<file path="src/rtl/mc6809_irq_pkg.sv">
// Shared constants and types for the MC6809 interrupt controller.
// Register window offsets, source count and the vector-fetch ack FSM states.
package mc6809_irq_pkg;

  localparam int unsigned NSRC = 8;

  // Register offsets within the 8-byte window
  localparam logic [2:0] OFF_PEND   = 3'd0;
  localparam logic [2:0] OFF_MASK   = 3'd1;
  localparam logic [2:0] OFF_FSEL   = 3'd2;
  localparam logic [2:0] OFF_VECHI  = 3'd3;
  localparam logic [2:0] OFF_VECLO  = 3'd4;
  localparam logic [2:0] OFF_ACT    = 3'd5;
  localparam logic [2:0] OFF_TRLDHI = 3'd6;
  localparam logic [2:0] OFF_TRLDLO = 3'd7;

  typedef enum logic {
    StIdle,
    StAck
  } ack_state_e;

endpackage

</file>
<file path="src/rtl/mc6809_irq_prio.sv">
// Fixed-priority encoder: reports whether any request is set and the lowest set index.
module mc6809_irq_prio
  import mc6809_irq_pkg::*;
(
  input  logic [NSRC-1:0] req,
  output logic            valid,
  output logic [2:0]      idx
);

  // Scan from the top so the lowest set index is the last assignment to stick
  always_comb begin
    valid = |req;
    idx   = 3'd0;
    for (int i = NSRC - 1; i >= 0; i--) begin
      if (req[i]) idx = 3'(i);
    end
  end

endmodule

</file>
<file path="src/rtl/mc6809_irq_ctrl.sv">
// MC6809 interrupt controller, responder side of the nIRQ/nFIRQ protocol.
// Edge-detects eight request lines, routes them to IRQ or FIRQ, and supplies
// the per-source vector during the CPU vector fetch (BS=1, BA=0).
// Optional feature: define MC6809_IRQ_TIMER_EN to add a reloadable 16-bit
// down-counter at offsets 6/7 that raises PEND[7] on each expiry.
module mc6809_irq_ctrl
  import mc6809_irq_pkg::*;
#(
  parameter logic [15:0] BASE_ADDR   = 16'hFF80,
  parameter logic [15:0] VEC_DEFAULT = 16'hFFF8
) (
  input  logic        CLK,
  input  logic        RESET,
  input  logic [15:0] ADDR,
  input  logic        RnW,
  input  logic        CYC,
  input  logic [7:0]  DIN,
  output logic [7:0]  DOUT,
  output logic        DSEL,
  input  logic        BS,
  input  logic        BA,
  input  logic [7:0]  SRC,
  output logic        nIRQ,
  output logic        nFIRQ,
  output logic [15:0] INTVECTOR
);

  logic       hit;
  logic       wr;
  logic [2:0] off;

  logic [7:0] src_q;
  logic [7:0] pend_q, pend_d;
  logic [7:0] mask_q;
  logic [7:0] fsel_q;
  logic [7:0] vechi_q;
  logic [7:0] veclo_q;
  logic [7:0] rise;
  logic [7:0] tmr_set;

  logic [7:0] fpend;
  logic [7:0] ipend;
  logic       f_valid, i_valid;
  logic [2:0] f_idx, i_idx;
  logic       sel_valid;
  logic [2:0] sel_idx;
  logic [15:0] live_vec;

  ack_state_e  state_q;
  logic [2:0]  ack_idx_q;
  logic        ack_valid_q;
  logic [15:0] vec_q;
  logic        ack_req;
  logic        ack_done;

  logic [7:0] rdata;
  logic       nirq_q, nfirq_q;

  assign hit  = CYC & (ADDR[15:3] == BASE_ADDR[15:3]);
  assign wr   = hit & ~RnW;
  assign off  = ADDR[2:0];
  assign DSEL = hit & RnW;

  // Vector-fetch acknowledge is BS=1, BA=0; halt/grant (11) and SYNC (01) never qualify
  assign ack_req  = CYC & BS & ~BA;
  assign ack_done = CYC & ~(BS & ~BA);

  assign rise = SRC & ~src_q;

  // ---------------------------------------------------------------------------
  // Optional interval timer feeding PEND[7]
  // ---------------------------------------------------------------------------
`ifdef MC6809_IRQ_TIMER_EN
  logic [7:0]  rldhi_q, rldlo_q;
  logic [15:0] rld_new;
  logic [15:0] cnt_q;
  logic        rld_wr;

  // Merge a reload byte write into the reload value so a write restarts from it
  always_comb begin
    rld_new = {rldhi_q, rldlo_q};
    rld_wr  = wr & ((off == OFF_TRLDHI) | (off == OFF_TRLDLO));
    if (wr && (off == OFF_TRLDHI)) rld_new[15:8] = DIN;
    if (wr && (off == OFF_TRLDLO)) rld_new[7:0]  = DIN;
    tmr_set = {~rld_wr & (|{rldhi_q, rldlo_q}) & (cnt_q == 16'd0), 7'd0};
  end

  // Down-counter: reloads on expiry, restarts on any reload write, idles at reload 0
  always_ff @(posedge CLK or posedge RESET) begin
    if (RESET) begin
      rldhi_q <= 8'h00;
      rldlo_q <= 8'h00;
      cnt_q   <= 16'd0;
    end else begin
      rldhi_q <= rld_new[15:8];
      rldlo_q <= rld_new[7:0];
      if (rld_wr) begin
        cnt_q <= rld_new;
      end else if (|{rldhi_q, rldlo_q}) begin
        if (cnt_q == 16'd0) cnt_q <= {rldhi_q, rldlo_q};
        else                cnt_q <= cnt_q - 16'd1;
      end
    end
  end
`else
  assign tmr_set = 8'h00;
`endif

  // ---------------------------------------------------------------------------
  // Pending register: W1C and ack-clear first, then new edges so a set always wins
  // ---------------------------------------------------------------------------
  always_comb begin
    pend_d = pend_q;
    if (wr && (off == OFF_PEND)) pend_d = pend_d & ~DIN;
    if ((state_q == StAck) && ack_done && ack_valid_q) pend_d[ack_idx_q] = 1'b0;
    pend_d = pend_d | rise | tmr_set;
  end

  // Request synchroniser-free edge capture and pending state
  always_ff @(posedge CLK or posedge RESET) begin
    if (RESET) begin
      src_q  <= 8'h00;
      pend_q <= 8'h00;
    end else begin
      src_q  <= SRC;
      pend_q <= pend_d;
    end
  end

  // CPU-writable configuration registers
  always_ff @(posedge CLK or posedge RESET) begin
    if (RESET) begin
      mask_q  <= 8'h00;
      fsel_q  <= 8'h00;
      vechi_q <= VEC_DEFAULT[15:8];
      veclo_q <= VEC_DEFAULT[7:0];
    end else if (wr) begin
      case (off)
        OFF_MASK:  mask_q  <= DIN;
        OFF_FSEL:  fsel_q  <= DIN;
        OFF_VECHI: vechi_q <= DIN;
        OFF_VECLO: veclo_q <= DIN;
        default: ;
      endcase
    end
  end

  // ---------------------------------------------------------------------------
  // Priority selection: any FIRQ source beats every IRQ source
  // ---------------------------------------------------------------------------
  assign fpend = pend_q & mask_q & fsel_q;
  assign ipend = pend_q & mask_q & ~fsel_q;

  mc6809_irq_prio u_prio_firq (
    .req   (fpend),
    .valid (f_valid),
    .idx   (f_idx)
  );

  mc6809_irq_prio u_prio_irq (
    .req   (ipend),
    .valid (i_valid),
    .idx   (i_idx)
  );

  assign sel_valid = f_valid | i_valid;
  assign sel_idx   = f_valid ? f_idx : (i_valid ? i_idx : 3'd0);
  // Two bytes per vector slot; wraps modulo 2^16
  assign live_vec  = {vechi_q, veclo_q} + {12'd0, sel_idx, 1'b0};

  // Registered interrupt lines to the CPU
  always_ff @(posedge CLK or posedge RESET) begin
    if (RESET) begin
      nirq_q  <= 1'b1;
      nfirq_q <= 1'b1;
    end else begin
      nirq_q  <= ~|ipend;
      nfirq_q <= ~|fpend;
    end
  end

  assign nIRQ  = nirq_q;
  assign nFIRQ = nfirq_q;

  // Ack FSM: freeze the selection for the whole vector fetch, clear it on exit
  always_ff @(posedge CLK or posedge RESET) begin
    if (RESET) begin
      state_q     <= StIdle;
      ack_idx_q   <= 3'd0;
      ack_valid_q <= 1'b0;
      vec_q       <= VEC_DEFAULT;
    end else begin
      case (state_q)
        StIdle: begin
          if (ack_req) begin
            state_q     <= StAck;
            ack_idx_q   <= sel_idx;
            ack_valid_q <= sel_valid;
            vec_q       <= live_vec;
          end
        end
        StAck: begin
          if (ack_done) begin
            state_q     <= StIdle;
            ack_valid_q <= 1'b0;
          end
        end
        default: state_q <= StIdle;
      endcase
    end
  end

  // Live selection while idle, frozen vector during the fetch
  assign INTVECTOR = (state_q == StAck) ? vec_q : live_vec;

  // ---------------------------------------------------------------------------
  // Read mux, zero-latency
  // ---------------------------------------------------------------------------
  always_comb begin
    rdata = 8'h00;
    case (off)
      OFF_PEND:   rdata = pend_q;
      OFF_MASK:   rdata = mask_q;
      OFF_FSEL:   rdata = fsel_q;
      OFF_VECHI:  rdata = vechi_q;
      OFF_VECLO:  rdata = veclo_q;
      OFF_ACT:    rdata = {sel_valid, 4'b0000, sel_idx};
`ifdef MC6809_IRQ_TIMER_EN
      OFF_TRLDHI: rdata = rldhi_q;
      OFF_TRLDLO: rdata = rldlo_q;
`endif
      default:    rdata = 8'h00;
    endcase
  end

  assign DOUT = DSEL ? rdata : 8'h00;

endmodule
</file>
<file path="config.mk">
export PLATFORM = sky130hd
export DESIGN_NAME = mc6809_irq_ctrl
export DESIGN_NICKNAME = d
export VERILOG_FILES = /design/src/rtl/mc6809_irq_pkg.sv /design/src/rtl/mc6809_irq_prio.sv /design/src/rtl/mc6809_irq_ctrl.sv
export SDC_FILE = /design/constraint.sdc
export NUM_CORES = 1
export LEC_CHECK = 0
export CELL_PAD_IN_SITES_DETAIL_PLACEMENT = 2
export CELL_PAD_IN_SITES_GLOBAL_PLACEMENT = 2
export CORE_UTILIZATION = 31
export DETAILED_ROUTE_END_ITERATION = 10
export GPL_TIMING_DRIVEN = 0
export HOLD_SLACK_MARGIN = 0.06
export PLACE_DENSITY_LB_ADDON = 0.1
export SLEW_MARGIN = 10
export SYNTH_ARGS = -nofsm -noshare
export SYNTH_HDL_FRONTEND = slang
export SYNTH_SLANG_ARGS = --single-unit
</file>
<file path="constraint.sdc">
create_clock -name CLK -period 4 [get_ports CLK]
set_input_delay 1.2 -clock CLK [delete_from_list [all_inputs] [get_ports CLK]]
set_output_delay 1.2 -clock CLK [all_outputs]
set_load 0.005 [all_outputs]
</file>
==> results of run 1 <==
-- power by group --
group          switching (W)  internal (W)
clock network       0.000304      0.000453
logic              0.0000818     0.0000576
registers         0.00000323      0.000727
total               0.000389       0.00124
-- layer usage --
layer,GRT usage,vias up
met2,0.384,79
met1,0.316,1848
met3,0.0455,22
met5,0,-
li1,-,1639
met4,0.0892,0
-- what timing repair did --
item                       4_1_cts  5_1_grt
gates cloned                     1        0
pin swaps                       46       26
setup endpoints to repair       24       22
buffers inserted                32       16
resized for setup              191       40
-- critical path, stage by stage, from the launching register on --
cell	delay, ns
dfrtp_2	0.45
nand3_4	0.13
nand4_1	0.27
nor3_4	0.31
buf_4	0.18
mux2i_4	0.25
and2_4	0.20
ha_4	0.13
fa_2	0.24
a21oi_4	0.09
buf_6	0.12
nor3_4	0.19
and4_4	0.28
xnor2_2	0.12
a21oi_1	0.08
buf_2	0.15
-- flip-flops by register name, indices dropped and copies added, names as in the netlist --
register / count
fsel_q: 8
nIRQ: 1
vechi_q: 8
nFIRQ: 1
pend_q: 8
src_q: 8
state_q: 1
mask_q: 8
vec_q: 16
ack_idx_q: 3
veclo_q: 8
ack_valid_q: 1
-- cells by family (layout without fill, tap and decap cells) --
| group | count (synthesis) | in the layout | synth area share |
|---|---|---|---|
| AND/OR/NAND/NOR | 148 | 148 | 0.194 |
| flip-flops | 71 | 71 | 0.460 |
| AO/OA/AOI/OAI | 67 | 67 | 0.115 |
| multiplexers | 57 | 57 | 0.160 |
| buffers and inverters | 29 | 156 | 0.0280 |
| XOR/XNOR | 13 | 13 | 0.0289 |
| adder cells (fa/ha/maj) | 4 | 4 | 0.0146 |
| other | 0 | 1 | 0 |
-- placed cells by master, fill, tap and decap left out, types with 4 or more instances in the layout --
cell | synthesis | layout
a21oi_1 | 13 | 9
a22oi_1 | 7 | 7
a32o_1 | 6 | 6
and3b_1 | 5 | 4
buf_2 | 1 | 17
buf_4 | 0 | 32
buf_6 | 0 | 20
clkbuf_1 | 12 | 13
clkbuf_16 | 0 | 9
clkbuf_2 | 0 | 4
clkdlybuf4s50_1 | 0 | 24
dfrtp_1 | 43 | 40
dfstp_2 | 28 | 28
dlygate4sd2_1 | 0 | 13
inv_1 | 13 | 11
mux2_2 | 48 | 43
mux2_4 | 0 | 5
mux2i_1 | 9 | 8
nand2_1 | 61 | 57
nand3_1 | 14 | 6
nand3_2 | 0 | 6
nand3b_1 | 8 | 8
nor2_1 | 26 | 16
nor2_4 | 0 | 8
nor2b_2 | 0 | 4
nor3_4 | 1 | 4
o21ai_0 | 18 | 17
o22a_1 | 5 | 5
xor2_2 | 0 | 6
-- how the worst min path moves through the flow --
stage	from	to	slack, ns
5_1_grt	src_q[1]	pend_q[1]	0.44
6_report	src_q[7]	pend_q[7]	0.42
3_5_place_dp	src_q[7]	pend_q[7]	0.42
2_1_floorplan	src_q[1]	pend_q[1]	0.40
4_1_cts	src_q[7]	pend_q[7]	0.43
3_3_place_gp	src_q[7]	pend_q[7]	0.41
-- final cells by class --
| cell class | instances | share of cell area |
|---|---|---|
| clock inverters | 1 | 0.000852 |
| repair buffers | 111 | 0.165 |
| plain buffers | 16 | 0.0145 |
| flip-flops and latches | 71 | 0.309 |
| well taps | 168 | 0.0358 |
| inverters | 13 | 0.00873 |
| multi-input cells | 289 | 0.420 |
| diodes | 1 | 0.000426 |
| clock buffers | 15 | 0.0456 |
-- per-stage QoR --
| step | worst slack, ns | hold WS, ns | total power, W | cells |
|---|---|---|---|---|
| finish | -0.738 | 0.423 | 0.00163 | 685 |
| CTS | -0.497 | 0.433 | 0.00164 | 669 |
| global placement | -1.14 | 0.409 | 0.000868 | 619 |
| detailed placement | -1.17 | 0.425 | 0.000877 | 620 |
| floorplan | 0.104 | 0.400 | 0.000798 | 389 |
| global route | -0.841 | 0.436 | 0.00169 | 684 |
==> run metrics, run 1 <==
Reg-to-Reg Start fsel_q[7]; Skew-Pair Late Insertion Delay 0.35 ns; critical path arrival 3.54 ns; layout cell share with drive strength beyond 1 0.457; proportion of netlist area held by the largest area contributor 0.273; cell type with the largest total area after synthesis dfrtp_1; Vias/cell 5.24; final hold violation count 0; Tmin final 4.74 ns; most frequent cells after synthesis 61 x nand2_1, 48 x mux2_2, 43 x dfrtp_1; clock tree from TritonCTS done; instance area after placement 4800 um^2; hold path cells 1; Finished Cell Area 5870 um^2; Area Overhead vs Synth 49.2%; mapped cell area 3940 um^2; core area 12200 um^2; final-layout setup total negative slack -8.87 ns; number of top-level pins 65; Crit. Startpoint fsel_q[7]; sort of element at the start of the critical path flip-flop; status finished, violations left; period utilization 1.18; number of flops mapped to enable cells by yosys 0; category of the critical setup timing path reg2out; routed length on met2 7730 um; final weighted congestion in routability-driven placement 0.797; Worst Tran Pin Value 0.727 ns; standard-cell rows 40; data required time at the worst endpoint 2.80 ns; Avg WL per Cell 22.5 um; number of filler cells placed in the layout 1266; M1 WL 6730 um; cell with the most instances after synthesis nand2_1; Total Routing Usage GR 0.237; number of maximum-capacitance violations 0; leakage power summed over all cells 2.60 nW; overall die height 115 um; initial antenna violation count 0; distinct cell type count of the synthesized netlist 50; number of nets in the synthesized netlist 431; number of nets still failing antenna checks after routing 0; global-route wire length before repair 22700 um; failing checks negative setup slack; area of the die 13200 um^2; CTS Root Buffer Type clkbuf_16; Final Max Slew Viols 0; IR Drop Worst-Case VDD 0.000156 V; DIE WIDTH 115 um; Routed WL 15400 um; via count of the first global-routing pass 3831; effective utilization at floorplan 0.322; maximum buffer depth of the clock tree 2; setup slack, reg-to-reg 0.59 ns; Fmax 0.211 GHz; Critical Path End Type output pin; cts hold-fix bufs 0; pin count of the biggest net entering global routing 44; P per Cell Area 277 nW/um^2; top fanout value on the critical path 5; number of failing setup endpoints in the final timing report 16; count of TritonRoute iterations in the first routing pass 4; highest routed layer met4; Main synth FF type dfrtp_1; DRC 0; FF+latch count, synth 71; via count 3588; Storage cell area 1820 um^2; end point of the critical path INTVECTOR[15]; worst hold path type reg2reg; total number of clock tree sinks 71; final design utilization 0.481; routed length on met3 595 um; CTS HTree Levels 3; RSZ-0062 raised after global routing yes; hpwl dp 9880 um; Worst R2R End vec_q[13]; Clk pin slew, worst setup/hold paths 0.06 ns; combined area of the multi-input logic cells 2470 um^2; average cell area after synthesis 10.1 um^2; Worst R2R Path Depth 16; max_slew headroom 0.515; main area contributors after synthesis dfrtp_1 27%, dfstp_2 19%, mux2_2 14%; setup slack of the critical path after layout -0.738 ns; Fin Clk Skew 0.00485 ns; buffers added on ports 62; number of cells produced by synthesis 389; Net count, final 553; grt ovf 0; Async SR Flop Fraction 1.00; Inserted Clock Buffers 9; violation count after the first detailed-route iteration 138; sequential area share after synthesis 0.460; Synth warnings 0
Power figures use the tool's default switching activity.
==> run 2, diff against run 1 <==
Settings changed: CORE_UTILIZATION 31 to 37, CTS_BUF_LIST set to sky130_fd_sc_hd__clkbuf_8, DONT_BUFFER_PORTS set to 1.
==> run metrics, run 2 (synthesis results as in run 1) <==
status finished, violations left (unchanged); failing checks negative setup slack (unchanged); max incr delay on CP 0.44 ns (was 0.45 ns); Reg-to-Reg Start fsel_q[6] (was fsel_q[7]); clock tree from TritonCTS done (unchanged); overall die height 105 um (was 115 um); cell repeated most along the worst path nor2_4 (was nor3_4); Total Routing Usage GR 0.244 (was 0.237); global-route wire length before repair 20000 um (was 22700 um); Biggest register vec_q (unchanged); standard-cell rows 37 (was 40); number of maximum-capacitance violations 0 (unchanged); Final Max Slew Viols 0 (unchanged); RSZ-0062 raised after global routing yes (unchanged); Clk pin slew, worst setup/hold paths 0.08 ns (was 0.06 ns); hpwl dp 9140 um (was 9880 um); CP cell instances and3b_2 > o211ai_1 > a311o_1 > a31oi_4 > nor2_4 > nor2_4 > ha_4 > a21o_1 > a21oi_4 > nor3_4 > xor2_1 > mux2_4 (was nand3_4 > nand4_1 > nor3_4 > buf_4 > mux2i_4 > and2_4 > ha_4 > fa_2 > a21oi_4 > buf_6 > nor3_4 > and4_4 > xnor2_2 > a21oi_1 > buf_2); Fin Clk Skew 0.00664 ns (was 0.00485 ns); violation count after the first detailed-route iteration 87 (was 138); Critical Path End Type output pin (unchanged); Inserted Clock Buffers 9 (unchanged); via count of the first global-routing pass 3526 (was 3831); count of TritonRoute iterations in the first routing pass 4 (unchanged); Worst Hold Endpoint pend_q[1] (was pend_q[7]); final weighted congestion in routability-driven placement 0.814 (was 0.797); Area Overhead vs Synth 23.0% (was 49.2%); period utilization 1.10 (was 1.18); IR Drop Worst-Case VDD 0.000155 V (was 0.000156 V); layout cell share with drive strength beyond 1 0.411 (was 0.457); Worst Tran Pin Value 0.697 ns (was 0.727 ns); number of top-level pins 65 (unchanged); standard cell with the maximum stage delay on the critical path dfrtp_1 (was dfrtp_2); leading cell types in the layout, fill and taps excluded 58 x nand2_1, 41 x mux2_2, 39 x dfrtp_1 (was 57 x nand2_1, 43 x mux2_2, 40 x dfrtp_1); sort of element at the start of the critical path flip-flop (unchanged); via count 3224 (was 3588); CTS HTree Levels 3 (unchanged); Routed WL 12900 um (was 15400 um); Net count, final 468 (was 553); total number of clock tree sinks 71 (unchanged); number of failing setup endpoints in the final timing report 14 (was 16); core area 10300 um^2 (was 12200 um^2); buffers added on ports 0 (was 62); worst hold path type reg2reg (unchanged); data required time at the worst endpoint 2.80 ns (about the same); Tmin final 4.42 ns (was 4.74 ns); critical path arrival 3.22 ns (was 3.54 ns); hold path cells 1 (unchanged); commonest non-fill, non-tap cell in the layout nand2_1 (unchanged); critical hold path startpoint src_q[1] (was src_q[7]); P per Cell Area 285 nW/um^2 (was 277 nW/um^2); CTS Root Buffer Type clkbuf_8 (was clkbuf_16); Fmax 0.226 GHz (was 0.211 GHz); total inserted antenna cells 0 (was 1); Worst R2R End vec_q[15] (was vec_q[13]); setup slack, reg-to-reg 1.06 ns (was 0.59 ns); max_slew headroom 0.535 (was 0.515); grt ovf 0 (unchanged); Worst R2R Path Depth 12 (was 16); Skew-Pair Late Insertion Delay 0.37 ns (was 0.35 ns); category of the critical setup timing path reg2out (unchanged); number of nets still failing antenna checks after routing 0 (unchanged); final hold violation count 0 (unchanged); DRC 0 (unchanged); Avg WL per Cell 22.8 um (was 22.5 um); number of flip-flops in the largest register 16 (unchanged); pin count of the biggest net entering global routing 38 (was 44); area of the die 11100 um^2 (was 13200 um^2); initial antenna violation count 0 (unchanged); effective utilization at floorplan 0.381 (was 0.322); DIE WIDTH 105 um (was 115 um); Vias/cell 5.69 (was 5.24); setup slack of the critical path after layout -0.416 ns (was -0.738 ns); top fanout value on the critical path 5 (unchanged); leakage power summed over all cells 2.13 nW (was 2.60 nW); maximum buffer depth of the clock tree 2 (unchanged); overall power of the completed layout 0.00138 W (was 0.00163 W); final-layout setup total negative slack -4.29 ns (was -8.87 ns)
[run 2: timing repair]
action	CTS	global route
gates cloned	0	0
hold buffers	0	0
gates resized for setup	47	38
buffers inserted	18	7
endpoints found under the setup margin	23	19
pin swaps	23	11
[run 2: report_power, final]
part / leakage [nW] / switching (W) / internal, W
registers: 0.825 / 0.00000299 / 0.000726
clock network: 0.109 / 0.000276 / 0.000287
logic: 1.19 / 0.0000604 / 0.0000261
total: 2.13 / 0.000339 / 0.00104
[run 2: final cells by class]
| class | instances | area (um^2) |
|---|---|---|
| fillers | 1088 | 5480 |
| flip-flops and latches | 71 | 1820 |
| well taps | 136 | 170 |
| clock inverters | 3 | 11.3 |
| clock buffers | 13 | 179 |
| inverters | 13 | 51.3 |
| repair buffers | 26 | 226 |
| multi-input cells | 289 | 2320 |
| plain buffers | 16 | 67.6 |
[run 2: how the worst max path moves through the flow]
stage / depth (start not counted) / to / slack (ns) / start
2_1_floorplan: 12 / INTVECTOR[15] / 0.10 / pend_q[4]
3_3_place_gp: 12 / INTVECTOR[15] / -0.57 / pend_q[4]
3_5_place_dp: 12 / INTVECTOR[15] / -0.64 / pend_q[4]
4_1_cts: 12 / INTVECTOR[10] / -0.30 / fsel_q[6]
5_1_grt: 13 / INTVECTOR[9] / -0.48 / fsel_q[2]
6_report: 12 / INTVECTOR[10] / -0.42 / fsel_q[6]
[run 2: critical path: cells and delay by family, from the launching register on]
kind            cells  cell delay (ns)
compound gates      5             1.10
flops               1             0.44
mux                 1             0.29
xor+xnor            1             0.18
fa+ha+maj           1             0.22
simple gates        4             0.62
[run 2: per-stage QoR]
step	cells	util	cell area, um^2	setup slack [ns]	hold slack [ns]
2_1_floorplan	389	-	3940	0.104	0.400
3_3_place_gp	525	0.398	4110	-0.572	0.406
3_5_place_dp	526	0.400	4130	-0.636	0.421
4_1_cts	560	0.451	4660	-0.297	0.433
5_1_grt	567	0.469	4840	-0.479	0.451
6_report	567	0.469	4840	-0.416	0.425
[run 2: metal layers]
layer,share of wire,global-route usage,vias up,wire length (um)
met5,0,0,-,0
met4,0.013,0.0795,0,170
met3,0.037,0.0580,14,474
met2,0.50,0.402,49,6430
met1,0.45,0.317,1700,5860
li1,-,-,1461,-
==> run 3, diff against run 2 <==
Settings changed: CTS_BUF_LIST sky130_fd_sc_hd__clkbuf_8 to sky130_fd_sc_hd__clkbuf_4 sky130_fd_sc_hd__clkbuf_8.
==> run metrics, run 3 (synthesis results as in run 1) <==
IR Drop Worst-Case VDD 0.000157 V (was 0.000155 V); pin count of the biggest net entering global routing 38 (unchanged); number of filler cells placed in the layout 1092 (was 1088); critical hold path startpoint src_q[1] (unchanged); top fanout value on the critical path 5 (unchanged); RSZ-0062 raised after global routing yes (unchanged); leading cell types in the layout, fill and taps excluded 58 x nand2_1, 42 x mux2_2, 39 x dfrtp_1 (was 58 x nand2_1, 41 x mux2_2, 39 x dfrtp_1); max_slew headroom 0.546 (was 0.535); Inserted Clock Buffers 9 (unchanged); overall die height 105 um (unchanged); setup slack, reg-to-reg 1.05 ns (was 1.06 ns); number of nets still failing antenna checks after routing 0 (unchanged); violation count after the first detailed-route iteration 105 (was 87); worst hold path type reg2reg (unchanged); Skew-Pair Late Insertion Delay 0.37 ns (about the same); Clk pin slew, worst setup/hold paths 0.08 ns (about the same); core area 10300 um^2 (unchanged); CTS Root Buffer Type clkbuf_8 (unchanged); DRC 0 (unchanged); buffers added on ports 0 (unchanged); cell repeated most along the worst path nor2_4 (unchanged); failing checks negative setup slack (unchanged); Fmax 0.227 GHz (was 0.226 GHz); number of flip-flops in the largest register 16 (unchanged); data required time at the worst endpoint 2.80 ns (about the same); global-route wire length before repair 19900 um (was 20000 um); Avg WL per Cell 23.0 um (was 22.8 um); Biggest register vec_q (unchanged); Bufs and invs on worst path 1 (was 0); maximum buffer depth of the clock tree 2 (unchanged); setup slack of the critical path after layout -0.413 ns (was -0.416 ns); area of the die 11100 um^2 (unchanged); count of TritonRoute iterations in the first routing pass 4 (unchanged); number of top-level pins 65 (unchanged); effective utilization at floorplan 0.381 (unchanged); category of the critical setup timing path reg2out (unchanged); clock tree from TritonCTS done (unchanged); Reg-to-Reg Start fsel_q[6] (unchanged); Area Overhead vs Synth 22.9% (was 23.0%); Worst Hold Endpoint pend_q[1] (unchanged); hold path cells 1 (unchanged); sort of element at the start of the critical path flip-flop (unchanged); Final Max Slew Viols 0 (unchanged); max incr delay on CP 0.44 ns (about the same); hpwl dp 9140 um (unchanged); total number of clock tree sinks 71 (unchanged); Worst Tran Pin Value 0.681 ns (was 0.697 ns); initial antenna violation count 0 (unchanged); Total Routing Usage GR 0.244 (about the same); Post-Layout Cell Count 567 (unchanged); # placed instances 526 (unchanged); via count of the first global-routing pass 3541 (was 3526); commonest non-fill, non-tap cell in the layout nand2_1 (unchanged); Vias/cell 5.65 (was 5.69); final weighted congestion in routability-driven placement 0.814 (unchanged); CP cell instances and3b_2 > o211ai_1 > a311o_1 > a31oi_4 > nor2_4 > nor2_4 > ha_4 > a21o_1 > a21oi_4 > buf_4 > nor2_2 > xor2_1 > mux2_4 (was and3b_2 > o211ai_1 > a311o_1 > a31oi_4 > nor2_4 > nor2_4 > ha_4 > a21o_1 > a21oi_4 > nor3_4 > xor2_1 > mux2_4); CTS HTree Levels 3 (unchanged); standard-cell rows 37 (unchanged); via count 3201 (was 3224); grt ovf 0 (unchanged); total inserted antenna cells 0 (unchanged); Worst R2R End vec_q[15] (unchanged); final hold violation count 0 (unchanged); Worst R2R Path Depth 13 (was 12); number of failing setup endpoints in the final timing report 14 (unchanged); pre-CTS setup slack -0.636 ns (unchanged); Routed WL 13000 um (was 12900 um); Critical Path End Type output pin (unchanged); DIE WIDTH 105 um (unchanged); number of maximum-capacitance violations 0 (unchanged); period utilization 1.10 (about the same); status finished, violations left (unchanged); family of cells with the greatest summed delay on the critical path compound AO/OA/AOI/OAI gates (unchanged); P per Cell Area 291 nW/um^2 (was 285 nW/um^2); critical path arrival 3.21 ns (was 3.22 ns); Final Hold Slack 0.425 ns (about the same); final design utilization 0.469 (about the same); leakage power summed over all cells 2.10 nW (was 2.13 nW); Tmin final 4.41 ns (was 4.42 ns); Net count, final 468 (unchanged); layout cell share with drive strength beyond 1 0.413 (was 0.411); standard cell with the maximum stage delay on the critical path dfrtp_1 (unchanged); Fin Clk Skew 0.00869 ns (was 0.00664 ns)
## run 3: cell types whose count changed in the layout (fill, tap and decap cells not counted), moves of 2 or more
cell,before,now
buf_4,20,22
buf_6,5,3
clkbuf_4,0,3
inv_1,15,12
o21ai_1,0,3
o21ai_2,2,0
## run 3: how the worst max path moves through the flow
| stage | from | endpoint | cells past startpoint |
|---|---|---|---|
| after floorplan | pend_q[4] | INTVECTOR[15] | 12 |
| after global placement | pend_q[4] | INTVECTOR[15] | 12 |
| after detailed placement | pend_q[4] | INTVECTOR[15] | 12 |
| after CTS | fsel_q[6] | INTVECTOR[10] | 12 |
| after global routing | fsel_q[6] | INTVECTOR[6] | 13 |
| final | fsel_q[6] | INTVECTOR[6] | 13 |
## run 3: routing by layer
metal  wire length, um  global-route usage
met1              5830               0.315
met2              6430               0.395
met3               561              0.0605
met4               202              0.0885
met5                 0                   0
## run 3: through the flow
step / total power [W] / area (um^2) / setup TNS [ns]
CTS: 0.00142 / 4650 / -3.18
global placement: 0.000818 / 4110 / -5.39
floorplan: 0.000798 / 3940 / 0
global route: 0.00146 / 4840 / -5.66
detailed placement: 0.000824 / 4130 / -6.67
finish: 0.00141 / 4840 / -4.28
## run 3: final cells by class
class | instances | area, um^2 | share of cell area
repair buffers | 26 | 219 | 0.0453
clock buffers | 16 | 201 | 0.0416
plain buffers | 16 | 67.6 | 0.0140
well taps | 136 | 170 | 0.0352
multi-input cells | 289 | 2310 | 0.478
inverters | 13 | 51.3 | 0.0106
flip-flops and latches | 71 | 1820 | 0.375
## run 3: report_power, final
part           total [W]  switching, W  internal [W]
Sequential      0.000729    0.00000293      0.000726
Clock           0.000591      0.000276      0.000315
Combinational  0.0000867     0.0000607     0.0000260
Total            0.00141      0.000340       0.00107
## run 3: what timing repair did
| action | in CTS | in global routing |
|---|---|---|
| hold buffers | 0 | 0 |
| buffers inserted | 15 | 10 |
| resized for setup | 47 | 33 |
| endpoints found under the setup margin | 23 | 18 |
| pin swaps | 23 | 7 |
==> RTL edit, RTL diff (config.mk and constraints of run 2) <==
Remove the register `nirq_q`: a continuous assignment takes its place, so the output `nIRQ` follows one clock earlier.
--- a/src/rtl/mc6809_irq_ctrl.sv
+++ b/src/rtl/mc6809_irq_ctrl.sv
@@ -171,13 +171,13 @@
   // Registered interrupt lines to the CPU
   always_ff @(posedge CLK or posedge RESET) begin
     if (RESET) begin
-      nirq_q  <= 1'b1;
       nfirq_q <= 1'b1;
     end else begin
-      nirq_q  <= ~|ipend;
       nfirq_q <= ~|fpend;
     end
   end
+
+  assign nirq_q = ~|ipend;
 
   assign nIRQ  = nirq_q;
   assign nFIRQ = nfirq_q;
Formal check against the unedited RTL: not equivalent (Yosys sat finds a counterexample within 4 cycles, from zero or initial values and one cycle with RESET high).
==> RTL edit against run 2 <==
Synthesized area decreased by 0.67%. Synthesized cell count is 0.26% lower. The flow still finishes with violations (setup timing). Design area grew 1.0%. Worst setup slack worse by 0.034 ns. Total power is 5.6% higher. Critical path depth did not move. Sequential share of layout area decreased by 0.94 points. Clock skew increased by 0.0056 ns. Wire length rose by 0.17%. Sequential power shrank 2%. Maximum frequency down 0.76%. Sequential cell count shrank 1. Combinational power is 1% lower. Core utilization up 0.69 points.
==> RTL edit: results (changes against run 2) <==
{| class="wikitable"
! Metric !! Value
|-
| Worst slack after detailed placement || -0.579 ns (+0.0576 ns)
|-
| Number of setup violations in the final report || 14 (unchanged)
|-
| Final WS setup || -0.449 ns (-0.0336 ns)
|-
| Complex-gate fraction of the synthesized area || 11.5% (+0.077 points)
|-
| Headroom to the max-slew limit || 51.0% (-2.5 points)
|-
| Half-perimeter wire length after detailed placement || 8990 um (-1.6%)
|-
| Number of global-route vias before repair || 3756 (+6.5%)
|-
| Net count after synthesis || 430 (-0.23%)
|-
| Placed instance count || 525 (-0.19%)
|-
| Fraction of the yosys area taken by sequential cells || 45.6% (-0.36 points)
|-
| Result of the run || complete, but fails checks
|-
| Via density per instance || 5.61 (-1.4%)
|-
| Last weighted congestion value of the routability-driven placer || 0.825 (+1.4%)
|-
| Number of cells on the worst reg-to-reg path || 14 (+2)
|-
| 1st-iter DRT viols || 107 (+23%)
|-
| Arrival time worst endpoint || 3.25 ns (+0.03 ns)
|-
| Violations in the final reports || setup timing
|-
| Proportion of synthesized area in mux cells || 16.1% (+0.11 points)
|-
| Gate count after technology mapping || 388 (-0.26%)
|-
| P_leak || 2.17 nW (+1.9%)
|-
| Global-route wire length before repair || 20700 um (+3.8%)
|-
| List of most frequent post-synthesis cells || nand2_1, mux2_2, dfrtp_1
|-
| Final layout net count || 475 (+1.5%)
|-
| Maximum vdd ir drop || 204 uV (+32%)
|-
| Post-Synth Adder-Cell Area || 1.47% (+0.0098 points)
|-
| Count of unique library cells instantiated by Yosys || 50 (unchanged)
|-
| Total GRT Usage || 25.1% (+0.62 points)
|-
| Routed len/inst || 22.6 um (-1.1%)
|}
-- RTL edit: area by class of cell --
cell class / count / area, um2
sequential: 70 / 1790
timing repair buffer: 34 / 279
fill: 1088 / 5380
clock buffer: 10 / 138
multi-input combinational: 289 / 2320
buffer: 16 / 65.1
inverter: 13 / 51.3
tap: 136 / 170
clock inverter: 6 / 85.1
-- RTL edit: metrics by stage --
stage	setup TNS (ns)	total power [mW]
finish	-4.73	1.45
global route	-6.29	1.51
CTS	-3.21	1.47
detailed placement	-5.59	0.813
global placement	-4.62	0.808
floorplan	0	0.788
-- RTL edit: critical path: stages, from the launching register on --
cell	delay [ns]
dfrtp_1	0.41
nand3b_1	0.23
buf_6	0.16
a311o_1	0.39
a31oi_4	0.20
nor2_4	0.06
nor2_4	0.16
ha_4	0.22
a21o_1	0.21
a21oi_4	0.29
nor3_4	0.09
xor2_1	0.17
mux2_4	0.29
-- RTL edit: path summary, 6_finish.rpt --
check                                            from                     end  slack (ns)
worst max-delay path            fsel_q[2]$_DFFE_PP0P_           INTVECTOR[10]       -0.45
worst min-delay path               src_q[7]$_DFF_PP0_     pend_q[7]$_DFF_PP0_        0.42
worst max register to register  fsel_q[2]$_DFFE_PP0P_   vec_q[14]$_DFFE_PP1P_        0.97
worst min register to register     src_q[7]$_DFF_PP0_     pend_q[7]$_DFF_PP0_        0.42
max in group asynchronous                       RESET  veclo_q[3]$_DFFE_PP1P_        2.68
min in group asynchronous                       RESET    vec_q[0]$_DFFE_PP0P_        0.73
-- RTL edit: metal layers --
metal  wire [um]  up-vias  global-route usage, %
li1            -     1470                      -
met1        5270     1650                   28.3
met2        6800       73                   45.1
met3         563       26                   6.18
met4         323        0                   10.1
met5           0        -                      0
-- RTL edit: power by group --
group	internal (mW)	switching [mW]
sequential	0.716	0.00291
clock	0.366	0.285
combinational	0.0259	0.0594
-- RTL edit: cells by family (layout without fill, tap and decap cells) --
family | count (synthesis) | in the layout
DFF | 70 | 70
AOI/OAI and AO/OA | 67 | 67
muxes | 57 | 57
and+or+nand+nor | 148 | 148
adders and majority gates | 4 | 4
buffers and inverters | 29 | 79
xor gates and xnor gates | 13 | 13
-- RTL edit: timing repair --
item                       CTS  global route
setup endpoints to repair   22            18
setup buffers               33             5
gates resized for setup     43            33
pin swaps                   23            13
